===== src/rtl/gate_probe_pkg.sv =====
// Shared definitions for the gate probe: gate codes, stimulus vector ROM,
// signature table and FSM state encoding.
package gate_probe_pkg;

    localparam logic [7:0] GATE_AND  = 8'd0;
    localparam logic [7:0] GATE_OR   = 8'd1;
    localparam logic [7:0] GATE_NAND = 8'd2;
    localparam logic [7:0] GATE_NOR  = 8'd4;
    localparam logic [7:0] GATE_XOR  = 8'd8;
    localparam logic [7:0] GATE_XNOR = 8'd16;
    localparam logic [7:0] GATE_SR   = 8'd32;
    localparam logic [7:0] GATE_T    = 8'd64;
    localparam logic [7:0] GATE_D    = 8'd128;

    localparam logic [1:0] ST_IDLE   = 2'd0;
    localparam logic [1:0] ST_DRIVE  = 2'd1;
    localparam logic [1:0] ST_DECODE = 2'd2;
    localparam logic [1:0] ST_DONE   = 2'd3;

    localparam int         NUM_STEPS = 9;
    localparam logic [3:0] LAST_STEP = 4'd8;
    localparam int         NUM_SIGS  = 10;

    typedef struct packed {
        logic       in1;
        logic       in2;
        logic       sample;
        logic [2:0] bit_idx;
    } vec_t;

    typedef struct packed {
        logic [5:0] pattern;
        logic [5:0] mask;
        logic [7:0] code;
        logic       t_phase;
    } sig_entry_t;

    // Signature bits are packed {b0,b1,b2,b3,b4,b5}, so b0 sits in bit 5.
    localparam vec_t VEC_ROM [NUM_STEPS] = '{
        '{1'b1, 1'b0, 1'b0, 3'd0},
        '{1'b0, 1'b0, 1'b0, 3'd0},
        '{1'b0, 1'b1, 1'b1, 3'd0},
        '{1'b0, 1'b0, 1'b1, 3'd1},
        '{1'b1, 1'b0, 1'b1, 3'd2},
        '{1'b1, 1'b1, 1'b1, 3'd3},
        '{1'b1, 1'b0, 1'b1, 3'd4},
        '{1'b0, 1'b0, 1'b0, 3'd0},
        '{1'b0, 1'b1, 1'b1, 3'd5}
    };

    // SR masks b3: the latch output is undefined with both inputs high.
    localparam sig_entry_t SIG_TABLE [NUM_SIGS] = '{
        '{6'b000100, 6'b111111, GATE_AND,  1'b0},
        '{6'b101111, 6'b111111, GATE_OR,   1'b0},
        '{6'b111011, 6'b111111, GATE_NAND, 1'b0},
        '{6'b010000, 6'b111111, GATE_NOR,  1'b0},
        '{6'b101011, 6'b111111, GATE_XOR,  1'b0},
        '{6'b010100, 6'b111111, GATE_XNOR, 1'b0},
        '{6'b001010, 6'b111011, GATE_SR,   1'b0},
        '{6'b000111, 6'b111111, GATE_T,    1'b0},
        '{6'b111000, 6'b111111, GATE_T,    1'b1},
        '{6'b000110, 6'b111111, GATE_D,    1'b0}
    };

endpackage


===== src/rtl/gate_signature_decoder.sv =====
// Combinational lookup from a 6-bit probe signature to a gate code, with
// per-entry don't-care masks.
module gate_signature_decoder
    import gate_probe_pkg::*;
(
    input  logic [5:0] signature,
    output logic       gate_valid,
    output logic [7:0] identified_gate,
    output logic       t_phase
);

    always_comb begin
        gate_valid      = 1'b0;
        identified_gate = 8'd0;
        t_phase         = 1'b0;
        for (int i = NUM_SIGS - 1; i >= 0; i--) begin
            if ((signature & SIG_TABLE[i].mask) == SIG_TABLE[i].pattern) begin
                gate_valid      = 1'b1;
                identified_gate = SIG_TABLE[i].code;
                t_phase         = SIG_TABLE[i].t_phase;
            end
        end
    end

endmodule


===== src/rtl/gate_probe_identifier.sv =====
// Drives a fixed 9-step stimulus onto the gate inputs and decodes the sampled
// output into a gate code. Define GATE_PROBE_SYNC_EN to synchronise gate_out.
module gate_probe_identifier
    import gate_probe_pkg::*;
#(
    parameter int SETTLE_CYCLES = 4
) (
    input  logic       clk,
    input  logic       resetn,
    input  logic       start,
    output logic       probe_in1,
    output logic       probe_in2,
    input  logic       gate_out,
    output logic       busy,
    output logic       done,
    output logic       gate_valid,
    output logic [7:0] identified_gate,
    output logic       t_phase
);

    localparam logic [7:0] LAST_CNT = 8'(SETTLE_CYCLES - 1);

    if (SETTLE_CYCLES > 255) begin : g_settle_too_large
        $error("SETTLE_CYCLES must not exceed 255");
    end

    logic [1:0] state;
    logic [3:0] step;
    logic [3:0] next_step;
    logic [7:0] cnt;
    logic [5:0] signature;
    logic       sample_bit;
    vec_t       cur_vec;
    vec_t       nxt_vec;
    logic       dec_valid;
    logic [7:0] dec_gate;
    logic       dec_t_phase;

`ifdef GATE_PROBE_SYNC_EN
    if (SETTLE_CYCLES < 3) begin : g_settle_too_small
        $error("SETTLE_CYCLES must be at least 3 with the gate_out synchroniser");
    end

    logic gate_sync_p0;
    logic gate_sync_p1;

    // sync stage p0 -> p1
    always_ff @(posedge clk) begin
        gate_sync_p0 <= gate_out;
        gate_sync_p1 <= gate_sync_p0;
    end

    assign sample_bit = gate_sync_p1;
`else
    assign sample_bit = gate_out;
`endif

    always_comb begin
        next_step = step + 4'd1;
        cur_vec   = VEC_ROM[step];
        nxt_vec   = (step == LAST_STEP) ? VEC_ROM[0] : VEC_ROM[next_step];
    end

    gate_signature_decoder u_decoder (
        .signature       (signature),
        .gate_valid      (dec_valid),
        .identified_gate (dec_gate),
        .t_phase         (dec_t_phase)
    );

    always_ff @(posedge clk or negedge resetn) begin
        if (!resetn) begin
            state           <= ST_IDLE;
            step            <= 4'd0;
            cnt             <= 8'd0;
            signature       <= 6'd0;
            probe_in1       <= 1'b0;
            probe_in2       <= 1'b0;
            busy            <= 1'b0;
            done            <= 1'b0;
            gate_valid      <= 1'b0;
            identified_gate <= 8'd0;
            t_phase         <= 1'b0;
        end else begin
            done <= 1'b0;
            case (state)
                ST_IDLE: begin
                    if (start) begin
                        state     <= ST_DRIVE;
                        step      <= 4'd0;
                        cnt       <= 8'd0;
                        signature <= 6'd0;
                        probe_in1 <= VEC_ROM[0].in1;
                        probe_in2 <= VEC_ROM[0].in2;
                        busy      <= 1'b1;
                    end
                end
                ST_DRIVE: begin
                    if (cnt == LAST_CNT) begin
                        // The last settle cycle of a step captures its sample.
                        if (cur_vec.sample) begin
                            signature[3'd5 - cur_vec.bit_idx] <= sample_bit;
                        end
                        cnt <= 8'd0;
                        if (step == LAST_STEP) begin
                            state     <= ST_DECODE;
                            probe_in1 <= 1'b0;
                            probe_in2 <= 1'b0;
                        end else begin
                            step      <= next_step;
                            probe_in1 <= nxt_vec.in1;
                            probe_in2 <= nxt_vec.in2;
                        end
                    end else begin
                        cnt <= cnt + 8'd1;
                    end
                end
                ST_DECODE: begin
                    state           <= ST_DONE;
                    done            <= 1'b1;
                    busy            <= 1'b0;
                    gate_valid      <= dec_valid;
                    identified_gate <= dec_gate;
                    t_phase         <= dec_t_phase;
                end
                default: begin
                    state <= ST_IDLE;
                end
            endcase
        end
    end

endmodule

===== config.mk =====
export PLATFORM = sky130hd
export DESIGN_NAME = gate_probe_identifier
export DESIGN_NICKNAME = d
export VERILOG_FILES = /design/src/rtl/gate_probe_pkg.sv /design/src/rtl/gate_signature_decoder.sv /design/src/rtl/gate_probe_identifier.sv
export SDC_FILE = /design/constraint.sdc
export NUM_CORES = 1
export LEC_CHECK = 0
export ABC_CLOCK_PERIOD_IN_PS = 5300
export BUFFER_PORTS_ARGS = -buffer_cell sky130_fd_sc_hd__buf_2
export CAP_MARGIN = 5
export CORE_MARGIN = 4
export CORE_UTILIZATION = 55
export DETAILED_ROUTE_END_ITERATION = 10
export PLACE_DENSITY = 0.73
export SETUP_SLACK_MARGIN = 0.1
export SLEW_MARGIN = 5
export SYNTH_ARGS = -nofsm -noshare
export SYNTH_HDL_FRONTEND = slang
export SYNTH_SLANG_ARGS = --single-unit

===== constraint.sdc =====
create_clock -name clk -period 5.3 [get_ports clk]
set_clock_uncertainty 0.05 [all_clocks]
set_input_delay 0.53 -clock clk [delete_from_list [all_inputs] [get_ports clk]]
set_output_delay 0.53 -clock clk [all_outputs]
set_load 0.03 [all_outputs]

==> results by stage <==
Final layout:
- For this run, the share of the core covered by cells in the final layout is 0.638.
- Excluding fillers, the count of instances in the completed layout stands at 268.
- The layout net count is 235.
- Of the cells placed in the final design, the portion with a size suffix greater than 1 is 0.153.
- The area growth from synthesis to final layout is 11.6%.
- Once layout is done, the placed cells without fillers occupy between 2000 and 2500 um2.
- The antenna cell count is 0.
- The filler cells instantiated in the layout total 296.

Floorplanning:
- The boundary pin count is 18.
- The initial core utilization is 0.572.
- After floorplanning, the core was sized to cover 3360 um2.
- Measured along the x axis, the die boundary spans 67.1 um.
- The die area is 4510 um2.
- The placement row count is 21.
- The die is 67.1 um tall.

Clock tree:
- The deepest clock path buffer count is 2.
- The clock buffer count from CTS is 5.
- The insertion delay of the later-clocked pin in the worst-skew pair is 0.34 ns.
- The clock drives 34 sinks.
- The count of instances resized after the clock tree is built is 0.
- The cell sitting at the root of the clock tree is a clkbuf_4.
- The clock-pin slew of the registers on the worst-case setup and hold paths is 0.12 ns.
- The clock tree from TritonCTS is done.
- The H-tree depth is 2.
- The hold-fix buffer count after cts is 0.
- The setup fix buffers added after clock tree synthesis is 0.

Synthesis:
- The combined area of all synthesized cells is between 1500 and 2000 um2.
- The mean area per synthesized cell is 9.43 um2.
- Of the synthesized area, sequential elements account for 0.442.
- The number of flops mapped to enable cells by yosys is 0.
- Synthesis produced a netlist whose cell count is 204.
- The number of library cell types mapped by synthesis is 41.
- For this run, the leading register cell type out of synthesis is dfrtp_1.
- For this run, asynchronously set or reset flops after synthesis account for 1.00.
- The number of nets in the synthesized netlist is 218.
- During synthesis, Yosys emitted a total of 0 warnings.
- In this run, synthesis produced a sequential element count of 34.

Power and ir drop:
- The net switching share of the total power is 0.401.
- The clock network fraction of design power is 0.251.
- The power density of the placed cells is approximately 450 nW/um2.
- The share of total power dissipated in combinational logic is 0.384.
- The analysis attributes to cell leakage a power of 1.00 nW.
- The cell-internal power is 0.584 mW.
- The completed layout was analyzed and its total power is 0.975 mW.
- Of the total power, registers draw 0.364.
- The net load switching power is 0.391 mW.
- The worst supply voltage drop on vdd is 0.251 mV.

Place:
- At the end of routability-driven placement, the weighted congestion stood at 0.901.
- The number of placed instances, taps included, is 260.
- Timing analysis after detailed placement gives a worst setup slack of just under 3 ns.
- The final HPWL from detailed placement is approximately 2800 um.
- The number of I/O port buffers is 17.
- The post-detailed-placement cell area is 2040 um2.

STA:
- Setup repair after global routing left no endpoint under its margin.
- The highest clock rate is 427 MHz.
- The number of max-slew violations in the final report is 0.
- At the pin with the least slew margin, the transition time is 0.763 ns.
- The worst pin sits at a relative slew slack of 0.491.
- The number of failing hold endpoints at the final stage is 0.
- The post-route worst setup slack is between 2 and 3 ns.
- The share of the cycle needed by the critical path after routing is 0.442.
- The number of setup violations in the final report is 0.
- The total negative slack for setup checks is 0 ns.
- The clock period minus worst slack is 2.34 ns.
- Across all hold checks on the routed design, the worst slack comes to 0.194 ns.

Worst hold path:
- In this run the worst hold path is classified as in2async.

Critical path:
- The kind of launch point of the worst setup path is a flop.
- The data required time at the worst endpoint is 5.47 ns.
- STA classifies the critical path endpoint as a flop.
- The slowest stage of the critical path belongs to the cell ha_1.
- The worst path arrival time is 2.51 ns.
- The most common cell type on the critical path is o21ai_0.
- The delay of the slowest cell on the worst path is 0.48 ns.
- The type of the setup path with the least slack is reg2reg.
- The critical path goes through inv_1 > ha_1 > mux2i_1 > a41oi_1 > o21ai_1 > o21ai_0 > o21ai_0.
- In this run the worst path has a maximum fanout of 15.

Route:
- The sum of routed wire length over all layers is 4010 um.
- In the routed design, unresolved DRC markers number 0.
- The via count of the routed design is approximately 1600.
- The number of DRC violations after detailed-routing iteration 0 is 135.
- The average wire length per cell after detail routing is 15.0 um.
- The via density per instance is 5.87.
- The count of nets left with antenna violations once routing finished came out at 0.
- The detailed-router iteration count before antenna repair is 4.

GRT:
- The largest net degree at the start of global routing is 35.
- The via count of the first global-routing pass came to 1516.
- The total congestion overflow after global routing is 0.
- The global router's overall resource usage is 0.202.
- The first global-routing pass estimated 6910 um of wire.
- The number of antenna violations at the first check in global routing was 0.

Flow run:
- The tool flagged a number of max-cap violations equal to 0.

Run status:
- The flow ran to the end, and the final reports show no timing, DRC or antenna violations.
-- cells in the mapped netlist, drive strengths merged, types with 2 or more instances --
| master | count | area [um2] |
|---|---|---|
| dfrtp | 34 | 851 |
| nand2 | 20 | 75.1 |
| o21ai | 17 | 88.8 |
| inv | 15 | 56.3 |
| a21oi | 12 | 63.8 |
| nor2 | 11 | 41.3 |
| ha | 10 | 125 |
| nand4 | 8 | 50.1 |
| nor3 | 7 | 35.0 |
| clkbuf | 6 | 22.5 |
| nand2b | 6 | 37.5 |
| o22ai | 6 | 37.5 |
| a21o | 5 | 37.5 |
| mux2i | 5 | 50.1 |
| xor2 | 5 | 43.8 |
| mux2 | 4 | 48.8 |
| a31oi | 3 | 18.8 |
| a41oi | 3 | 26.3 |
| nand3 | 3 | 15.0 |
| nand3b | 2 | 15.0 |
| nor3b | 2 | 15.0 |
| nor4 | 2 | 18.8 |
| o2bb2ai | 2 | 17.5 |
| o31ai | 2 | 15.0 |
| or3 | 2 | 12.5 |
| xnor2 | 2 | 17.5 |
-- registers in the layout, indices dropped and copies added (netlist names) --
name,cells
identified_gate,8
gate_valid,1
step,4
probe_in2,1
signature,6
state,2
done,1
busy,1
cnt,8
probe_in1,1
t_phase,1
-- worst paths after layout --
path	start	endpoint	slack, ns	cells past startpoint
worst max register to register	state[1]$_DFFE_PN0P_	signature[2]$_DFFE_PN0P_	2.96	7
worst min register to register	identified_gate[3]$_DFFE_PN0P_	identified_gate[3]$_DFFE_PN0P_	0.44	1
max in group asynchronous	resetn	cnt[6]$_DFFE_PN0P_	4.52	1
min in group clk	identified_gate[3]$_DFFE_PN0P_	identified_gate[3]$_DFFE_PN0P_	0.44	1
worst max-delay path	state[1]$_DFFE_PN0P_	signature[2]$_DFFE_PN0P_	2.96	7
worst min-delay path	resetn	identified_gate[1]$_DFFE_PN0P_	0.19	1
-- routing by layer --
layer / share of wire / wire length [um] / global-route usage
met3: 0.045 / 182 / 0.0616
met5: 0 / 0 / 0
met4: 0.0077 / 31 / 0.0734
met1: 0.43 / 1730 / 0.236
met2: 0.52 / 2070 / 0.350
-- cells in the final DEF (no fill, tap or decap), types with 2 or more instances in the layout --
cell / count
o2bb2ai_1: 2
mux2_2: 3
o21ai_1: 2
clkbuf_4: 5
nor3b_1: 2
nand4_1: 8
mux2i_1: 5
nand2_1: 20
ha_1: 10
o21ai_0: 14
o31ai_1: 2
xor2_1: 5
inv_1: 15
a21o_1: 5
a31oi_1: 3
nor2_1: 11
nand2b_1: 6
o22ai_1: 6
or3_1: 2
nor3_1: 7
xnor2_1: 2
dfrtp_1: 34
bufinv_16: 2
a41oi_1: 3
a21oi_1: 11
nand3b_1: 2
nand3_1: 3
buf_2: 17
-- power by group through the flow --
stage                     clock, mW  sequential [mW]  combinational, mW
after floorplan                   0            0.379              0.265
after global placement            0            0.354              0.362
after detailed placement          0            0.358              0.377
after CTS                     0.248            0.354              0.379
after global routing          0.262            0.362              0.425
final                         0.245            0.355              0.375
-- worst max-delay path: cells and delay by family, from the launching register on --
family                   cells  cell delay [ns]
AO/OA/AOI/OAI                4             0.80
adder cells (fa/ha/maj)      1             0.48
buffers and inverters        1             0.10
flip-flops                   1             0.44
multiplexers                 1             0.35
-- cell families after synthesis --
family | share of synthesized area
AOI/OAI and AO/OA | 0.177
xor gates and xnor gates | 0.0319
adders and majority gates | 0.0651
buffers and inverters | 0.0429
DFF | 0.442
muxes | 0.0514
and+or+nand+nor | 0.189
-- area by class of cell --
class	count	area, um2	area share
clock buffer	5	37.5	0.0175
clock inverter	3	68.8	0.0321
tap	46	57.6	0.0268
inverter	15	56.3	0.0262
timing repair buffer	17	85.1	0.0397
sequential	34	851	0.397
multi-input combinational	148	990	0.461
Note: power is estimated with default switching activity, not from simulation.
